## src/rtl/axi4_lite_pkg.sv

```systemverilog
// Shared types for the AXI4-Lite command master and the AXI4-Lite slaves it talks to.
package axi4_lite_pkg;

  typedef enum logic [2:0] {
    IDLE,
    RADDR,
    RDATA,
    WADDR,
    WDATA,
    RSP
  } state_t;

  // Clears the two byte-offset bits so every access is word aligned.
  localparam logic [63:0] ADDR_ALIGN_MASK = ~64'h3;

endpackage

```

## src/rtl/axi4_lite_master_cmd.sv

```systemverilog
// Turns a valid/ready command port into single AXI4-Lite read or write transactions.
// Only one transaction is outstanding at a time, and the result comes back on a response port.
module axi4_lite_master_cmd
  import axi4_lite_pkg::*;
#(
  parameter int pADDR_WIDTH = 32,
  parameter int pDATA_WIDTH = 32
) (
  input  logic                   aclk,
  input  logic                   aresetn,
  input  logic                   in_cmd_valid,
  output logic                   out_cmd_ready,
  input  logic                   in_cmd_write,
  input  logic [pADDR_WIDTH-1:0] in_cmd_addr,
  input  logic [pDATA_WIDTH-1:0] in_cmd_wdata,
  output logic                   out_rsp_valid,
  input  logic                   in_rsp_ready,
  output logic [pDATA_WIDTH-1:0] out_rsp_rdata,
  output logic                   out_rsp_write,
  output logic [pADDR_WIDTH-1:0] out_m_araddr,
  output logic                   out_m_arvalid,
  input  logic                   in_m_arready,
  input  logic [pDATA_WIDTH-1:0] in_m_rdata,
  input  logic                   in_m_rvalid,
  output logic                   out_m_rready,
  output logic [pADDR_WIDTH-1:0] out_m_awaddr,
  output logic                   out_m_awvalid,
  input  logic                   in_m_awready,
  output logic [pDATA_WIDTH-1:0] out_m_wdata,
  output logic                   out_m_wvalid,
  input  logic                   in_m_wready,
  output logic                   out_busy
);

  localparam logic [pADDR_WIDTH-1:0] ALIGN_MASK = ADDR_ALIGN_MASK[pADDR_WIDTH-1:0];

  state_t                   state;
  state_t                   state_next;
  logic                     cmd_ready_q;
  logic                     cmd_fire;
  logic [pADDR_WIDTH-1:0]   addr_q;
  logic [pDATA_WIDTH-1:0]   wdata_q;
  logic                     write_q;
  logic [pDATA_WIDTH-1:0]   rdata_q;

  assign cmd_fire = in_cmd_valid && cmd_ready_q;

  always_ff @(posedge aclk or negedge aresetn) begin
    if (!aresetn) begin
      state <= IDLE;
    end else begin
      state <= state_next;
    end
  end

  always_comb begin
    state_next = state;
    case (state)
      IDLE:    if (cmd_fire) state_next = in_cmd_write ? WADDR : RADDR;
      RADDR:   if (in_m_arready) state_next = RDATA;
      RDATA:   if (in_m_rvalid) state_next = RSP;
      WADDR:   if (in_m_awready) state_next = WDATA;
      WDATA:   if (in_m_wready) state_next = RSP;
      RSP:     if (in_rsp_ready) state_next = IDLE;
      default: state_next = IDLE;
    endcase
  end

  // Command ready is registered so it stays low while reset is asserted and
  // only rises on the cycle the FSM is actually back in IDLE.
  always_ff @(posedge aclk or negedge aresetn) begin
    if (!aresetn) begin
      cmd_ready_q <= 1'b0;
      addr_q      <= '0;
      wdata_q     <= '0;
      write_q     <= 1'b0;
      rdata_q     <= '0;
    end else begin
      cmd_ready_q <= (state_next == IDLE);
      if (cmd_fire) begin
        addr_q  <= in_cmd_addr & ALIGN_MASK;
        wdata_q <= in_cmd_wdata;
        write_q <= in_cmd_write;
      end
      if (state == RDATA && in_m_rvalid) begin
        rdata_q <= in_m_rdata;
      end else if (state == WDATA && in_m_wready) begin
        rdata_q <= '0;
      end
    end
  end

  assign out_cmd_ready = cmd_ready_q;
  assign out_busy      = (state != IDLE);
  assign out_m_arvalid = (state == RADDR);
  assign out_m_rready  = (state == RDATA);
  assign out_m_awvalid = (state == WADDR);
  assign out_m_wvalid  = (state == WDATA);
  assign out_rsp_valid = (state == RSP);
  assign out_m_araddr  = addr_q;
  assign out_m_awaddr  = addr_q;
  assign out_m_wdata   = wdata_q;
  assign out_rsp_rdata = rdata_q;
  assign out_rsp_write = write_q;

endmodule
```

## config.mk

```make
export PLATFORM = sky130hd
export DESIGN_NAME = axi4_lite_master_cmd
export DESIGN_NICKNAME = d
export VERILOG_FILES = /design/src/rtl/axi4_lite_pkg.sv /design/src/rtl/axi4_lite_master_cmd.sv
export SDC_FILE = /design/constraint.sdc
export NUM_CORES = 1
export LEC_CHECK = 0
export BUFFER_PORTS_ARGS = -buffer_cell sky130_fd_sc_hd__buf_2
export CAP_MARGIN = 30
export CORE_MARGIN = 4
export CORE_UTILIZATION = 31
export DETAILED_ROUTE_END_ITERATION = 7
export PLACE_DENSITY = 0.69
export SLEW_MARGIN = 10
export SYNTH_ARGS = -nofsm -noshare
export SYNTH_HDL_FRONTEND = slang
export SYNTH_SLANG_ARGS = --single-unit
```

## constraint.sdc

```tcl
create_clock -name aclk -period 1.6 [get_ports aclk]
set_input_delay 0.32 -clock aclk [delete_from_list [all_inputs] [get_ports aclk]]
set_output_delay 0.32 -clock aclk [all_outputs]
set_load 0.01 [all_outputs]
```

==> metrics.txt, run 1 <==
Async S/R FF share, synth=100%; final WL=10,100 um; Clock transition at path regs=0.06 ns; Site Rows=41; dpl cell area=5210 sq um; CTS H-tree lvls=3; Placed Cells=639; Starting Density=31.8%; HPWL Detailed=7590 um; Die Area=14,900 sq um; Netlist cell types=22; Final Cycle Share=105%; Critical Path AT=1.37 ns; reg-to-reg endpoint=out_rsp_rdata[3]; Worst Setup SP=state[1]; TNS Setup=-0.162 ns; clock sink count=99; CTS tree=done; DR vias=2,940; total CTS buffers=9; Die Span Y=122 um; Avg Synthesized Cell Area=14.9 sq um; FF-to-FF setup slack=0.03 ns; core box area=12,700 sq um; peak supply drop=0.811 mV; Vias/cell=4.43; GR peak layer=met2; R2R depth=6; Post-Synthesis Cell Area=4030 sq um; Crit path largest cell delay=0.39 ns; nets=594; vias in the first global route=2,996; final cell count without fillers=664; Worst Setup End Kind=output port; Tmin final=1.69 ns; Post-synth EDFFs=0; Hold Crit Class=input pin to flop; met3 usage=3.53%; Top FF cell, synth=dfrtp_1; final hold violation count=0; Routed Antenna Nets=0; I/O Buffers=234; max capacitance violation total=0; R2R Path Start=state[0]; ranking of synthesized cells by area=dfrtp_1 (61%), mux2_2 (18%), buf_4 (7.1%), a22o_1 (6.9%), nor3b_1 (0.93%); sequential share of the synthesized area=61.4%; CTS root buf=clkbuf_16; Crit Path Max Fanout=4; M1 GR Usage=14.9%; status=finished, violations left; CTS Buffer Depth=2; Req. time, crit path=1.28 ns; Final Total Pwr=11.8 mW; Worst Skew=0.00521 ns; cells after synthesis=270; Fill cells=1,205; Post-route DRC=0; Slew Viols, Final=0; final setup fails=5; pin count of the biggest net entering global routing=64; worst setup margin=-0.0870 ns; clock latency at the later pin of the worst-skew pair=0.33 ns; violated checks=setup timing; DRT iter0 DRCs=84; Die X=122 um; layout cells sized above 1=68.9%; crit start category=flop; Seq cells post-synth=99; YS warnings=0; DR WL/cell=15.3 um; Crit-path slowest cell=dfrtp_1; GR met2 Demand/Resource=23.5%; area delta synth->final=40.0%; crit path capture=out_busy; Antenna diodes=0; first-pass GRT wire length=15,000 um; area share of the largest cell type after synthesis=61.4%; cell breakdown of the critical path=buf_6 -> or3_1 -> buf_2; pwr dens=2090 nW/um^2; grt total ovfl=0; fmax=593 MHz; design area=5650 sq um; Crit Path Class=flop to output port; GPL Wtd Cong=0.714; Pre-Repair DR Iteration Count=4; Leak=2.95 nW; cell taking the most area after synthesis=dfrtp_1; setup repair after global routing missed its margin=yes; number of I/O pins=241; GRT Overall Usage=13.2%; antenna violations before repair=0
==> logic make-up after synthesis <==
kind of cell	synth area share, %
compound gates	7.97
buf+inv	8.96
flops	61.4
other cells	0.0930
mux	18.1
simple gates	3.41
==> critical path: cells and delay by family, from the launching register on <==
family,cells,cell delay [ns]
flip-flops,1,0.39
AND/OR/NAND/NOR,1,0.36
buffers and inverters,2,0.29
==> cells in the final DEF, fill, tap and decap left out, types with 2 or more instances in the layout <==
cell	instances
buf_2	233
dfrtp_1	98
mux2_2	65
a22o_1	32
clkbuf_16	10
buf_4	10
buf_6	6
conb_1	4
buf_12	4
nor3b_1	3
a21oi_1	3
and3b_1	2
nor3b_2	2
nand2_1	2
clkbuf_1	2
bufinv_16	2
==> power by group <==
part	internal, mW	leakage (nW)	total [mW]	switching, mW
Combinational	2.69	1.60	5.16	2.48
Sequential	3.75	1.21	4.45	0.693
Clock	1.35	0.145	2.21	0.862
Total	7.79	2.95	11.8	4.03
==> through the flow <==
step                setup slack (ns)  utilization, %  hold WS (ns)
floorplan                      0.288               -        0.0244
global placement              0.0886            41.1         0.252
detailed placement            0.0275            41.1         0.265
CTS                           -0.111            44.1         0.185
global route                  -0.125            44.6         0.188
finish                       -0.0870            44.6         0.204
==> layout make-up <==
cell class | count | area (sq um) | share of cell area, %
sequential | 99 | 2480 | 43.9
timing repair buffer | 255 | 1420 | 25.2
multi-input combinational | 124 | 1230 | 21.8
clock buffer | 11 | 233 | 4.12
tap | 172 | 215 | 3.81
clock inverter | 3 | 65.1 | 1.15
==> worst min path at each step <==
stage | from | depth (start not counted) | slack [ns] | end
floorplan | aresetn | 0 | 0.02 | out_cmd_ready
global placement | aresetn | 1 | 0.25 | out_m_araddr[7]
detailed placement | aresetn | 1 | 0.26 | out_m_araddr[7]
CTS | in_m_rdata[22] | 2 | 0.19 | out_rsp_rdata[22]
global route | in_m_rdata[24] | 2 | 0.19 | out_rsp_rdata[24]
finish | in_m_rdata[22] | 2 | 0.20 | out_rsp_rdata[22]
==> synth_stat cells (2+ instances only) <==
| cell | number |
|---|---|
| o21ai_0 | 2 |
| dfrtp_1 | 99 |
| buf_6 | 3 |
| buf_4 | 38 |
| a22o_1 | 32 |
| a21oi_1 | 3 |
| buf_2 | 7 |
| and3b_1 | 2 |
| nor3b_1 | 5 |
| clkbuf_1 | 2 |
| nand2_1 | 2 |
| mux2_2 | 65 |
==> sequential cells by signal, indices dropped and copies added (netlist names) <==
name / flops
out_m_wdata: 32
out_cmd_ready: 1
state: 3
out_rsp_rdata: 32
out_rsp_write: 1
out_m_araddr: 30
==> layer usage <==
metal | vias up | wire [um] | part of all wire [%]
li1 | 1363 | - | -
met1 | 1427 | 3830 | 38
met2 | 139 | 5200 | 51
met3 | 11 | 941 | 9.3
met4 | 0 | 150 | 1.5
met5 | - | 0 | 0
==> what timing repair did <==
action | CTS | global route
setup endpoints to repair | 6 | 32
hold buffers | 1 | 0
pin swaps | 1 | 3
resized for setup | 5 | 5
buffers inserted | 7 | 2
gates cloned | 0 | 1
endpoints found under the hold margin | 23 | 0
Power figures use the tool's default switching activity.
==> run 2: changes to the inputs <==
BUFFER_PORTS_ARGS = -buffer_cell sky130_fd_sc_hd__buf_4   (was -buffer_cell sky130_fd_sc_hd__buf_2)
CTS_CLUSTER_SIZE = 28   (was unset)
==> metrics.txt, run 2 (synthesis results as in run 1) <==
Combinational Power Share=46.9%; most common cell after layout, fill and taps aside=buf_4; nets=592; total CTS buffers=9; Die Span Y=122 um; worst setup margin=-0.0731 ns; Die Area=14,900 sq um; CTS Buffer Depth=2; status=finished, violations left; Leak=3.15 nW; CTS H-tree lvls=3; antenna violations before repair=0; Die X=122 um; clock latency at the later pin of the worst-skew pair=0.34 ns; grt total ovfl=0; Slew headroom=65.1%; sequential share of power=34.5%; setup repair after global routing missed its margin=yes; Starting Density=31.8%; most frequent cells in the layout=buf_4 (240), dfrtp_1 (98), mux2_2 (64); Post-route DRC=0; Crit Path Max Fanout=7; peak supply drop=0.979 mV; Slew Viols, Final=0; Critical Path AT=1.35 ns; core box area=12,700 sq um; fmax=598 MHz; GPL Wtd Cong=0.696; Worst Setup End Kind=output port; pwr dens=2100 nW/um^2; number of I/O pins=241; I/O Buffers=234; Pre-Repair DR Iteration Count=4; Setup Slack @ Placement=0.0809 ns; DR vias=2,932; reg-to-reg endpoint=out_cmd_ready; HPWL Detailed=7610 um; CTS tree=done; Vias/cell=4.42; violated checks=setup timing; Clock transition at path regs=0.07 ns; Hold Crit Class=input pin to async pin; area delta synth->final=55.9%; vias in the first global route=3,035; CTS root buf=clkbuf_16; layout cells sized above 1=69.7%; final WL=10,400 um; Final Cycle Share=105%; final setup fails=2; Site Rows=41; Sw Share=32.1%; Placed Cells=638; first-pass GRT wire length=15,300 um; Clock Power Share=18.6%; R2R Path Start=state[2]; final cell count without fillers=664; GRT Overall Usage=13.1%; pin count of the biggest net entering global routing=100; FF-to-FF setup slack=0 ns; Slew @ Worst Pin=0.524 ns; max capacitance violation total=0; Cell Int Power=8.97 mW; Antenna diodes=0; Switch Pwr=4.24 mW; Req. time, crit path=1.28 ns; Worst Skew=0.00798 ns; DR WL/cell=15.7 um; clock sink count=99; final hold violation count=0; Routed Antenna Nets=0; crit start category=flop; DRT iter0 DRCs=93; Tmin final=1.67 ns; Crit Path Class=flop to output port; R2R depth=6
==> run 2: critical path, cell delays in order, from the launching register on <==
cell and delay, ns:
dfrtp_1 0.39, buf_6 0.13, or3_4 0.37, buf_6 0.13
==> run 2: power groups by stage <==
| stage | clock network, mW | logic (mW) | registers [mW] |
|---|---|---|---|
| after global routing | 2.63 | 6.65 | 4.72 |
| final | 2.46 | 6.19 | 4.55 |
| after detailed placement | 0 | 5.94 | 4.58 |
| after CTS | 2.53 | 6.06 | 4.56 |
| after global placement | 0 | 5.84 | 4.53 |
| after floorplan | 0 | 2.63 | 5.05 |
==> run 2: worst max path at each step <==
stage                        endpoint  slack (ns)  cells after the start      from
CTS                          out_busy       -0.12                      3  state[0]
detailed placement  out_rsp_rdata[11]        0.08                      3  state[2]
global placement    out_rsp_rdata[27]        0.11                      4  state[2]
global route                 out_busy       -0.12                      3  state[2]
finish                       out_busy       -0.07                      3  state[2]
floorplan                    out_busy        0.29                      2  state[2]
==> run 2: area by class of cell <==
cell class / instances / area (sq um)
multi-input combinational: 124 / 1250
clock inverter: 7 / 116
fill: 1142 / 6380
sequential: 99 / 2480
timing repair buffer: 253 / 2000
tap: 172 / 215
clock buffer: 9 / 225
==> run 2: what timing repair did <==
| item | 4_1_cts | 5_1_grt |
|---|---|---|
| pin swaps | 0 | 4 |
| setup buffers | 3 | 5 |
| hold buffers | 0 | 0 |
| cloned | 0 | 3 |
| endpoints found under the setup margin | 5 | 32 |
| gates resized for setup | 5 | 8 |
==> run 2: per-layer routing <==
layer	global-route usage [%]	vias to the layer above	part of all wire (%)	wire (um)
met4	5.74	0	2.1	216
met2	22.0	138	50	5230
li1	-	1359	-	-
met1	16.0	1423	39	4030
met3	3.30	12	9.1	946
met5	0	-	0	0
==> run 2: per-stage QoR <==
step / utilization [%] / power (mW) / hold slack [ns] / TNS [ns] / cell area (sq um)
6_report: 49.6 / 13.2 / 0.0258 / -0.0773 / 6290
3_5_place_dp: 45.6 / 10.5 / 0.425 / 0 / 5780
5_1_grt: 49.6 / 14.0 / 0.0824 / -1.75 / 6290
3_3_place_gp: 45.6 / 10.4 / 0.410 / 0 / 5780
2_1_floorplan: - / 7.67 / 0.0244 / 0 / 4050
4_1_cts: 48.7 / 13.2 / 0.0539 / -0.282 / 6170
==> run 3: changes to the inputs <==
PLACE_DENSITY = unset   (was 0.69)
==> metrics.txt, run 3 (synthesis results as in run 1) <==
final WL=10,700 um; Fill cells=1,129; CTS root buf=clkbuf_16; reg-to-reg endpoint=out_rsp_rdata[9]; Worst Setup End Kind=output port; number of I/O pins=241; status=finished, violations left; R2R depth=5; layout cells sized above 1=69.4%; Placed Cells=639; pwr dens=2040 nW/um^2; GPL Wtd Cong=0.702; Stages on worst setup path=3; Leak=3.17 nW; peak supply drop=0.804 mV; Routed Antenna Nets=0; grt total ovfl=0; Cell Int Power=8.73 mW; clock sink count=99; first-pass GRT wire length=15,900 um; Crit Path Max Fanout=4; most common cell after layout, fill and taps aside=buf_4; Die X=122 um; DR WL/cell=15.9 um; Crit-path slowest cell=dfrtp_1; max capacitance violation total=0; Antenna diodes=0; GRT Overall Usage=13.8%; min-delay src=in_m_rdata[21]; CP Buf/Inv Count=2; Pre-Repair DR Iteration Count=4; antenna violations before repair=0; HPWL Detailed=7920 um; CTS H-tree lvls=3; area delta synth->final=56.6%; R2R Path Start=state[2]; Seq. cell area=2480 sq um; CTS tree=done; FF-to-FF setup slack=-0.02 ns; Site Rows=41; vias in the first global route=3,026; most frequent cells in the layout=buf_4 (243), dfrtp_1 (99), mux2_2 (65); setup repair after global routing missed its margin=yes; Setup Slack @ Placement=0.0456 ns; I/O Buffers=234; Switch Pwr=4.16 mW; worst setup margin=-0.0739 ns; cell breakdown of the critical path=buf_6 -> or3_4 -> buf_6; Crit path largest cell delay=0.39 ns; core box area=12,700 sq um; Hold Crit Class=input pin to flop; WHS Endpoint=out_rsp_rdata[21]; Starting Density=31.8%; nets=600; area occupied by multi-input gates=1240 sq um; Top delay family on crit path=flip-flops; WHS Path Cells=2; final setup fails=18; fmax=597 MHz; Crit path top cell by count=buf_6; final hold violation count=0; violated checks=setup timing; Worst Skew=0.00449 ns; Sw Share=32.3%; Clock transition at path regs=0.06 ns; total CTS buffers=9; clock latency at the later pin of the worst-skew pair=0.34 ns; Critical Path AT=1.35 ns; Clock Power Share=16.2%; pin count of the biggest net entering global routing=44; Die Area=14,900 sq um; Combinational Power Share=48.6%; crit start category=flop; Post-route DRC=0; Die Span Y=122 um; CTS Buffer Depth=2; Crit Path Class=flop to output port; DRT iter0 DRCs=112; sequential share of power=35.2%; final cell count without fillers=672; DR vias=2,951; Vias/cell=4.39; Req. time, crit path=1.28 ns; Final Cycle Share=105%; hold slack final=0.201 ns; Tmin final=1.67 ns; Slew Viols, Final=0
-- run 3: cell count changes in the layout (fill, tap and decap cells not counted), sizes merged --
cell / delta
clkinvlp: -1
clkbuf: +6
clkinv: -2
buf: +7
bufinv: -3
dlygate4sd3: +1
-- run 3: how the worst max path moves through the flow --
stage,startpoint,end,slack (ns)
after detailed placement,state[2],out_rsp_rdata[10],0.05
final,state[0],out_busy,-0.07
after floorplan,state[2],out_busy,0.29
after CTS,state[0],out_busy,-0.08
after global placement,in_m_rvalid,out_rsp_rdata[10],0.12
after global routing,state[1],out_busy,-0.12
-- run 3: final cells by class --
class                           count  area share, %
Sequential cell                    99           39.2
Timing Repair Buffer              261           33.2
Multi-Input combinational cell    124           19.6
Clock buffer                       15           4.55
Tap cell                          172           3.41
Clock inverter                      1         0.0792
-- run 3: what timing repair did --
item / CTS / global route
hold buffers: 1 / 0
pin swaps: 4 / 4
buffers inserted: 9 / 4
endpoints found under the setup margin: 6 / 35
endpoints found under the hold margin: 22 / 0
cloned: 0 / 3
resized for setup: 11 / 1
-- run 3: power groups by stage --
| stage | clock [mW] | combinational, mW | sequential, mW |
|---|---|---|---|
| finish | 2.09 | 6.27 | 4.54 |
| global route | 2.27 | 6.74 | 4.72 |
| CTS | 2.17 | 6.19 | 4.55 |
| detailed placement | 0 | 5.98 | 4.57 |
| global placement | 0 | 5.89 | 4.55 |
| floorplan | 0 | 2.63 | 5.05 |
-- run 3: per-stage QoR --
step                      setup TNS, ns  power [mW]  instance area, sq um  utilization, %
final                            -0.248        12.9                  6320            49.9
after global placement                0        10.4                  5810            45.8
after CTS                        -0.132        12.9                  6220            49.1
after floorplan                       0        7.67                  4050               -
after detailed placement              0        10.6                  5810            45.8
after global routing              -2.26        13.7                  6320            49.9
-- run 3: metal layers --
layer,vias to the layer above,global-route usage (%),routed length (um)
li1,1382,-,-
met4,0,6.23,200
met2,158,22.4,5300
met3,16,3.99,1040
met1,1395,17.2,4150
met5,-,0,0
